## src/rtl/scope_capture_ctrl.sv

```systemverilog
// rtl/scope_capture_ctrl.sv - decimating circular capture with edge trigger and single-channel byte dump
module scope_capture_ctrl #(
    parameter int NUM_CH   = 3,
    parameter int DATA_W   = 8,
    parameter int DEPTH    = 512,
    parameter int NUM_TRIG = 2,
    parameter int DEC_MAX  = 15
) (
    input  logic                                              clk,
    input  logic                                              rst_n,
    input  logic                                              smpl_vld,
    input  logic [NUM_CH*DATA_W-1:0]                          smpl_data,
    input  logic [NUM_TRIG-1:0]                               trig_in,
    input  logic [((NUM_TRIG > 1) ? $clog2(NUM_TRIG) : 1)-1:0] trig_sel,
    input  logic                                              trig_neg,
    input  logic                                              trig_en,
    input  logic [$clog2(DEPTH)-1:0]                          trig_pos,
    input  logic [3:0]                                        decimator,
    input  logic                                              clr_cap_done,
    output logic                                              cap_done,
    output logic                                              ram_we,
    output logic [$clog2(DEPTH)-1:0]                          ram_addr,
    output logic [NUM_CH*DATA_W-1:0]                          ram_wdata,
    output logic                                              ram_re,
    input  logic [NUM_CH*DATA_W-1:0]                          ram_rdata,
    input  logic                                              dump_start,
    input  logic [((NUM_CH > 1) ? $clog2(NUM_CH) : 1)-1:0]     dump_ch,
    output logic [DATA_W-1:0]                                 dump_data,
    output logic                                              dump_vld,
    input  logic                                              dump_rdy,
    output logic                                              dump_done
);

    localparam int AW  = $clog2(DEPTH);
    localparam int TSW = (NUM_TRIG > 1) ? $clog2(NUM_TRIG) : 1;
    localparam int CSW = (NUM_CH > 1) ? $clog2(NUM_CH) : 1;
    localparam int DCW = (DEC_MAX > 0) ? DEC_MAX : 1;

    localparam logic [AW-1:0]  ONE_A      = AW'(1);
    localparam logic [AW-1:0]  MAX_A      = AW'(DEPTH - 1);
    localparam logic [AW:0]    ONE_C      = (AW+1)'(1);
    localparam logic [AW:0]    DEPTH_C    = (AW+1)'(DEPTH);
    localparam logic [AW:0]    LAST_C     = (AW+1)'(DEPTH - 1);
    localparam logic [DCW-1:0] ONE_D      = DCW'(1);
    localparam logic [3:0]     DEC_MAX_L  = 4'(DEC_MAX);
    localparam logic [TSW:0]   NUM_TRIG_L = (TSW+1)'(NUM_TRIG);
    localparam logic [CSW:0]   NUM_CH_L   = (CSW+1)'(NUM_CH);

    typedef enum logic [2:0] {
        IDLE      = 3'd0,
        PREFILL   = 3'd1,
        WAIT_TRIG = 3'd2,
        POST      = 3'd3,
        DONE      = 3'd4,
        DUMP      = 3'd5
    } state_t;

    state_t state, state_nx;

    logic [NUM_TRIG-1:0] trig_s1, trig_s2, trig_d;
    logic                sel_ok, trig_cur, trig_old, trig_edge;

    logic [AW-1:0]  tp, wr_ptr, cnt, pre_cnt;
    logic [DCW-1:0] dec_cnt, dec_lim;
    logic [DCW:0]   dec_span;
    logic [3:0]     dec_eff;
    logic           in_cap, pre_zero, smpl_take, store;

    logic [CSW-1:0]    dch;
    logic [AW-1:0]     rd_ptr;
    logic [AW:0]       rd_cnt, acc_cnt;
    logic              pending, accept, out_free, rd_go, ch_ok;
    logic [DATA_W-1:0] lane;

    // Two-flop synchroniser on every trigger input plus one delay stage for edge detection
    always_ff @(posedge clk or negedge rst_n) begin
        if (!rst_n) begin
            trig_s1 <= '0;
            trig_s2 <= '0;
            trig_d  <= '0;
        end else begin
            trig_s1 <= trig_in;
            trig_s2 <= trig_s1;
            trig_d  <= trig_s2;
        end
    end

    // Edge on the selected input; a per-input history avoids false edges when trig_sel changes
    always_comb begin
        sel_ok   = ({1'b0, trig_sel} < NUM_TRIG_L);
        trig_cur = 1'b0;
        trig_old = 1'b0;
        if (sel_ok) begin
            trig_cur = trig_s2[trig_sel];
            trig_old = trig_d[trig_sel];
        end
        trig_edge = trig_neg ? (trig_old & ~trig_cur) : (trig_cur & ~trig_old);
    end

    // A stored sample is every 2^dec-th strobe while capturing; a zero-length prefill stores nothing
    assign dec_eff   = (decimator > DEC_MAX_L) ? DEC_MAX_L : decimator;
    assign dec_span  = (DCW+1)'(1) << dec_eff;
    assign dec_lim   = dec_span[DCW-1:0] - ONE_D;
    assign pre_cnt   = MAX_A - tp;
    assign in_cap    = trig_en && (state == PREFILL || state == WAIT_TRIG || state == POST);
    assign pre_zero  = (state == PREFILL) && (pre_cnt == '0);
    assign smpl_take = in_cap && smpl_vld && !pre_zero;
    assign store     = smpl_take && (dec_cnt == dec_lim);

    // Dump read side: one read in flight, issued only when the output register can take its data
    assign ch_ok    = ({1'b0, dump_ch} < NUM_CH_L);
    assign accept   = dump_vld && dump_rdy;
    assign out_free = !dump_vld || dump_rdy;
    assign rd_go    = (state == DUMP) && !pending && out_free && (rd_cnt < DEPTH_C);
    assign lane     = ram_rdata[DATA_W*dch +: DATA_W];

    // State register
    always_ff @(posedge clk or negedge rst_n) begin
        if (!rst_n) begin
            state <= IDLE;
        end else begin
            state <= state_nx;
        end
    end

    // Next-state selection and the combinational RAM port / status outputs
    always_comb begin
        state_nx  = state;
        cap_done  = 1'b0;
        ram_we    = 1'b0;
        ram_addr  = '0;
        ram_wdata = '0;
        ram_re    = 1'b0;
        if (store) begin
            ram_we    = 1'b1;
            ram_addr  = wr_ptr;
            ram_wdata = smpl_data;
        end else if (rd_go) begin
            ram_re   = 1'b1;
            ram_addr = rd_ptr;
        end
        case (state)
            IDLE: begin
                if (trig_en) state_nx = PREFILL;
            end
            PREFILL: begin
                if (!trig_en)                          state_nx = IDLE;
                else if (pre_zero)                     state_nx = WAIT_TRIG;
                else if (store && cnt == pre_cnt - ONE_A) state_nx = WAIT_TRIG;
            end
            WAIT_TRIG: begin
                if (!trig_en)                state_nx = IDLE;
                else if (store && trig_edge) state_nx = (tp == '0) ? DONE : POST;
            end
            POST: begin
                if (!trig_en)                      state_nx = IDLE;
                else if (store && cnt == tp - ONE_A) state_nx = DONE;
            end
            DONE: begin
                cap_done = 1'b1;
                if (clr_cap_done)             state_nx = IDLE;
                else if (dump_start && ch_ok) state_nx = DUMP;
            end
            DUMP: begin
                cap_done = 1'b1;
                if (accept && acc_cnt == LAST_C) state_nx = DONE;
            end
            default: state_nx = IDLE;
        endcase
    end

    // Capture pointers/counters and the dump output register
    always_ff @(posedge clk or negedge rst_n) begin
        if (!rst_n) begin
            tp        <= '0;
            wr_ptr    <= '0;
            cnt       <= '0;
            dec_cnt   <= '0;
            dch       <= '0;
            rd_ptr    <= '0;
            rd_cnt    <= '0;
            acc_cnt   <= '0;
            pending   <= 1'b0;
            dump_data <= '0;
            dump_vld  <= 1'b0;
            dump_done <= 1'b0;
        end else begin
            dump_done <= 1'b0;
            case (state)
                IDLE: begin
                    if (trig_en) begin
                        tp      <= trig_pos;
                        wr_ptr  <= '0;
                        cnt     <= '0;
                        dec_cnt <= '0;
                    end
                end
                PREFILL, WAIT_TRIG, POST: begin
                    if (smpl_take) dec_cnt <= store ? '0 : dec_cnt + ONE_D;
                    if (store) begin
                        wr_ptr <= wr_ptr + ONE_A;
                        cnt    <= (state == WAIT_TRIG) ? '0 : cnt + ONE_A;
                    end
                end
                DONE: begin
                    if (!clr_cap_done && dump_start) begin
                        if (ch_ok) begin
                            dch      <= dump_ch;
                            rd_ptr   <= wr_ptr;
                            rd_cnt   <= '0;
                            acc_cnt  <= '0;
                            pending  <= 1'b0;
                            dump_vld <= 1'b0;
                        end else begin
                            dump_done <= 1'b1;
                        end
                    end
                end
                DUMP: begin
                    pending <= rd_go;
                    if (rd_go) begin
                        rd_ptr <= rd_ptr + ONE_A;
                        rd_cnt <= rd_cnt + ONE_C;
                    end
                    if (pending) begin
                        dump_data <= lane;
                        dump_vld  <= 1'b1;
                    end else if (accept) begin
                        dump_vld <= 1'b0;
                    end
                    if (accept) begin
                        acc_cnt <= acc_cnt + ONE_C;
                        if (acc_cnt == LAST_C) dump_done <= 1'b1;
                    end
                end
                default: ;
            endcase
        end
    end

endmodule

```

## config.mk

```make
export PLATFORM = sky130hd
export DESIGN_NAME = scope_capture_ctrl
export DESIGN_NICKNAME = d
export VERILOG_FILES = /design/src/rtl/scope_capture_ctrl.sv
export SDC_FILE = /design/constraint.sdc
export NUM_CORES = 1
export LEC_CHECK = 0
export CAP_MARGIN = 20
export CORE_ASPECT_RATIO = 0.9
export CORE_MARGIN = 3
export CORE_UTILIZATION = 40
export DETAILED_ROUTE_END_ITERATION = 8
export PLACE_DENSITY = 0.7
export SYNTH_ARGS = -nofsm -noshare
export SYNTH_HDL_FRONTEND = slang
export SYNTH_SLANG_ARGS = --single-unit
export TNS_END_PERCENT = 5
```

## constraint.sdc

```tcl
create_clock -name clk -period 3.55 [get_ports clk]
set_input_delay 0.5325 -clock clk [delete_from_list [all_inputs] [get_ports clk]]
set_output_delay 0.5325 -clock clk [all_outputs]
set_load 0.05 [all_outputs]
```

==> results of run 1 <==
flip-flops by register name (all words and copies together) (netlist names):
signal	cells
acc_cnt	10
cnt	9
dch	2
dec_cnt	15
dump_data	8
dump_done	1
dump_vld	1
pending	1
rd_cnt	10
rd_ptr	9
state	3
tp	9
trig_d	2
trig_s1	2
trig_s2	2
wr_ptr	9
kinds of logic after synthesis:
| group | synth area share |
|---|---|
| simple gates | 0.287 |
| compound gates | 0.192 |
| fa+ha+maj | 0.0175 |
| flops | 0.361 |
| buf+inv | 0.0493 |
| xor+xnor | 0.0590 |
| mux | 0.0347 |
cells in the final DEF, fill, tap and decap left out, drive strengths merged, types with 9 or more instances in the layout:
cell type / Yosys / routed
mux2i: 19 / 19
a22o: 11 / 11
clkdlybuf4s50: 0 / 79
o21ai: 43 / 43
a211oi: 11 / 11
a31oi: 9 / 9
clkbuf: 28 / 13
nand2: 85 / 85
nand4: 15 / 15
nor2: 82 / 82
ha: 9 / 9
inv: 22 / 23
xor2: 26 / 26
nand3: 38 / 38
and3: 47 / 47
buf: 23 / 108
a21oi: 44 / 44
dfrtp: 93 / 93
or3: 9 / 9
nand2b: 18 / 18
xnor2: 14 / 14
metrics by stage:
step | hold WS [ns] | setup TNS, ns | instances | total power [mW]
3_3_place_gp | 0.334 | -11.81 | 1097 | 3.28
4_1_cts | 0.263 | -0.0684 | 1130 | 4.38
2_1_floorplan | 0.237 | -1.47 | 775 | 2.75
5_1_grt | 0.289 | -1.87 | 1130 | 4.68
6_report | 0.237 | 0 | 1130 | 4.39
3_5_place_dp | 0.336 | -16.12 | 1097 | 3.31
power groups by stage:
stage               Clock (mW)  Combinational (mW)  Sequential, mW
floorplan                    0                1.21            1.54
global placement             0                1.68            1.60
detailed placement           0                1.70            1.61
CTS                       1.03                1.76            1.60
global route              1.07                1.97            1.64
finish                    1.00                1.78            1.60
how the worst min path moves through the flow:
stage               cells after the start  slack, ns            to
floorplan                               0       0.24    acc_cnt[0]
global placement                        0       0.33    trig_s2[0]
detailed placement                      0       0.34    trig_s2[0]
CTS                                     1       0.26  dump_data[3]
global route                            1       0.29    acc_cnt[3]
finish                                  1       0.24  dump_data[3]
what timing repair did:
action / CTS / global route
pin swaps: 10 / 2
gates cloned: 1 / 0
resized for setup: 36 / 14
setup buffers: 17 / 0
endpoints found under the setup margin: 34 / 34
metal layers:
layer	wire [µm]	share of wire
met5	0	0
met4	267	0.015
met3	939	0.052
met2	8620	0.48
met1	8200	0.45
layout make-up:
class	instances	area, µm²
flip-flops and latches	93	2330
repair buffers	188	2120
fillers	1308	6380
clock buffers	12	256
multi-input cells	609	4120
well taps	202	253
clock inverters	4	55.1
inverters	22	82.6
==> impl_metrics.ini, run 1 <==
[global_routing]
busiest_layer = met2
grt_use_met1 = 0.286
grt_max_degree = 58
grt_pass1_wl_um = 29900
grtUsageMet3 = 0.0335
antenna_found_initial = 0
gr-total-overflow = 0
grt_pass1_vias = 6009
use_met2 = 0.318
grt_usage = 0.200

[setup_path]
worstSetupPathType = primary input to output port
crit_buf_inv = 15
cpPeakStageDelay_ns = 0.23
arrival_ns = 2.99
crit_top_cell = buf_4
rr_startpoint = tp[0]
crit_slowest_cell = a22o_4
r2r_setup_slack_ns = 0.33
r2r_cells = 10
worstPathRequired_ns = 3.02
critPathMaxFanout = 11
cp.depth = 20
startpoint = decimator[0]
crit_path_cell_trace = buf_4, nor2_4, buf_4, buf_4, buf_4, buf_4, buf_4, buf_4, buf_4, buf_4, buf_4, buf_4, buf_4, buf_4, o22ai_2, nor4b_2, and3_4, buf_12, a22o_4, buf_12
path_delay_family = buffers and inverters
crit_path_start_kind = primary input
endpoint = ram_addr[2]
worst_setup_path_end_kind = output port
timing.rr.end = state[0]

[floorplan]
pin_count = 120
core_area_um2 = 15600
dieArea_um2 = 17700
rows = 43
chipHeight_um = 126
initial_core_util = 0.413
die_x_um = 140

[placement]
pre_cts_ws_ns = -0.405
gp_congestion = 0.948
portBuffers = 119
hpwlAfterDp_um = 12900
placed_cell_area_um2 = 8640

[pwr]
pwr-share-comb = 0.406
p_int_mw = 2.64
p_leak_nw = 3.98
p_switching_mw = 1.74
power_density_nw_per_um2 = 476
pwr-share-clk = 0.229
p_sw_frac = 0.397
pwr-share-seq = 0.365
vdd_drop_max_mv = 0.341

[sta]
post-route-period-util = 0.993
worst-slew-pin-transition_ns = 0.750
setup_viol = 0
finClkSkew_ns = 0.0100
maxSlewViolCount = 0
min_period_ns = 3.52
rsz0062_at_grt = yes
max_freq_mhz = 284
setup_slack_ns = 0.0255
slew_headroom = 0.500
timing.final.hold_violations = 0

[run_status]
status = finished clean

[synth]
yosysTopAreaCell = dfrtp_1
synth-edff-count = 0
yosys-top-cells-count = dfrtp_1 (93), nand2_1 (85), nor2_1 (82)
synth-seq-cells = 93
synthDistinctLibCells = 78
synth_flop_cell = dfrtp_1
synthTopCellsByArea = dfrtp_1 (36%), nand2_1 (4.9%), nor2_1 (4.8%)
syn_area_um2 = 6450
synth_warnings = 0
synthCells = 775
syn_area_per_cell_um2 = 8.32
syn-num-nets = 858
async_reset_ff_frac = 1.00
synth.top_cell.area_share = 0.361
yosysSeqAreaShare = 0.361
synth_most_common_cell = dfrtp_1

[route]
vias_per_cell = 5.64
route.detailed.drc = 0
routed_wl_um = 18000
drt_iter0_drc = 458
vias = 6372
wl_per_cell_um = 16.0
drt-pass1-iter-count = 5
ant_nets = 0

[clock_network]
cts_tree = yes
clk_pin_slew_ns = 0.06
numCtsBuffers = 9
cts.sinks = 93
clockBufferDepth = 2
clock_latency_ns = 0.34
cts_root_buf = clkbuf_16
htree_levels = 3
postCtsHoldBufs = 0

[cells_and_area]
antenna-diode-count = 0
utilization = 0.591
fin_area_um2 = 9220
syn2layout_area_growth_pct = 43.1
nNetsFinal = 1006
drive_above_1_share = 0.218

[worst_hold_path]
hold_path_class = primary input to async pin

[flow_run]
cap_violations = 0
(Power assumes the default switching activity.)
==> inputs of run 2 (changes only) <==
==> constraint.sdc (replaced) <==
create_clock -name clk -period 3.55 [get_ports clk]
set_input_delay 0.355 -clock clk [delete_from_list [all_inputs] [get_ports clk]]
set_output_delay 0.355 -clock clk [all_outputs]
set_load 0.05 [all_outputs]
==> impl_metrics.ini, run 2 (synthesis results as in run 1) <==
[run_status]
status = finished clean

[sta]
maxSlewViolCount = 0
worst-slew-pin-transition_ns = 0.714
rsz0062_at_grt = yes
timing.final.hold_violations = 0
max_freq_mhz = 286
setup_viol = 0
slew_headroom = 0.521
post-route-period-util = 0.986
fin_setup_tns_ns = 0
min_period_ns = 3.50
finClkSkew_ns = 0.00618

[cells_and_area]
largestRegisters = dec_cnt: 15 flops, acc_cnt: 10 flops, rd_cnt: 10 flops
fin_cells = 1105
antenna-diode-count = 0
largest-register = dec_cnt
multiInputGateArea_um2 = 3910
num-fill-cells = 1443
largest_reg_flops = 15
most-common-layout-cells = dfrtp_1 (93), nand2_1 (85), clkdlybuf4s50_1 (83)
drive_above_1_share = 0.150
syn2layout_area_growth_pct = 35.9
nNetsFinal = 981
seq_area_um2 = 2330
final_common_cell = dfrtp_1

[floorplan]
rows = 43
die_x_um = 140
initial_core_util = 0.413
dieArea_um2 = 17700
chipHeight_um = 126
core_area_um2 = 15600
pin_count = 120

[route]
wl_per_cell_um = 16.1
drt-pass1-iter-count = 5
vias = 6197
drt_iter0_drc = 504
ant_nets = 0
routed_wl_um = 17800
route.detailed.drc = 0
vias_per_cell = 5.61

[global_routing]
grt_usage = 0.198
antenna_found_initial = 0
grt_max_degree = 55
gr-total-overflow = 0
grt_pass1_wl_um = 29400
grt_pass1_vias = 5655

[placement]
portBuffers = 119
hpwlAfterDp_um = 12900
placed_cells = 1089
gp_congestion = 0.878

[setup_path]
arrival_ns = 3.15
startpoint = decimator[1]
crit_path_start_kind = primary input
crit_buf_inv = 3
crit_top_cell = buf_12
worstPathRequired_ns = 3.19
worst_setup_path_end_kind = output port
path_delay_family = simple AND/OR/NAND/NOR gates
crit_slowest_cell = or4b_4
worstSetupPathType = primary input to output port
cpPeakStageDelay_ns = 0.50
r2r_setup_slack_ns = 0.54
rr_startpoint = tp[0]
crit_path_cell_trace = clkdlybuf4s50_1, nor2_2, nand2_1, ha_4, or4b_4, o221ai_4, xor2_2, nor4_4, and3_4, buf_12, a22o_1, buf_12
critPathMaxFanout = 12

[flow_run]
cap_violations = 0

[pwr]
power_density_nw_per_um2 = 481
vdd_drop_max_mv = 0.316
p_leak_nw = 3.80

[worst_hold_path]
hold_path_class = primary input to async pin

[clock_network]
clock_latency_ns = 0.35
cts.sinks = 93
post_cts_buffers = 0
htree_levels = 3
cts_root_buf = clkbuf_16
clk_pin_slew_ns = 0.06
cts_tree = yes
numCtsBuffers = 9
clockBufferDepth = 2
-- run 2: cell count changes in the layout (fill, tap and decap cells not counted), moves of 4 or more --
cell / change
buf_4: -25
clkdlybuf4s50_1: +4
and3_1: +17
a22o_1: +7
and3_4: -13
a22o_4: -7
and3_2: -4
-- run 2: layer usage --
metal | GRT usage | up-vias | routed length, µm | share of wire
li1 | - | 3047 | - | -
met4 | 0.0467 | 0 | 179 | 0.010
met3 | 0.0328 | 17 | 718 | 0.040
met5 | 0 | - | 0 | 0
met2 | 0.304 | 149 | 8340 | 0.47
met1 | 0.293 | 2984 | 8530 | 0.48
-- run 2: cell type report --
cell class                      count  area share
Multi-Input combinational cell    609       0.446
Inverter                           22     0.00943
Sequential cell                    93       0.266
Clock buffer                       11      0.0277
Tap cell                          202      0.0289
Timing Repair Buffer              163       0.218
Clock inverter                      5     0.00414
-- run 2: repair_timing --
action	CTS	global route
hold buffers	0	0
setup endpoints to repair	34	34
resized for setup	1	16
gates cloned	0	0
pin swaps	1	1
-- run 2: final timing paths --
| path | cells past startpoint | end |
|---|---|---|
| worst max-delay path | 12 | ram_addr[6] |
| worst min-delay path | 1 | dump_data[0] |
| worst max register to register | 9 | state[0] |
| worst min register to register | 0 | trig_s2[0] |
| max in group asynchronous | 2 | rd_ptr[6] |
| min in group clk | 0 | trig_s2[0] |
-- run 2: where the power goes --
part / switching (mW) / total, mW / internal (mW)
combinational: 0.951 / 1.69 / 0.743
clock: 0.422 / 0.916 / 0.494
sequential: 0.340 / 1.61 / 1.27
-- run 2: stage by stage --
step                setup slack [ns]  area (µm²)  utilization  hold slack [ns]  power (mW)
finish                        0.0495        8760        0.561           0.0470        4.22
global route                  -0.113        8760        0.561            0.103        4.50
global placement             -0.0189        8390        0.538            0.334        3.26
detailed placement           -0.0466        8390        0.538            0.336        3.28
CTS                          0.00579        8670        0.556           0.0776        4.22
floorplan                    -0.0746        6450            -           0.0594        2.72
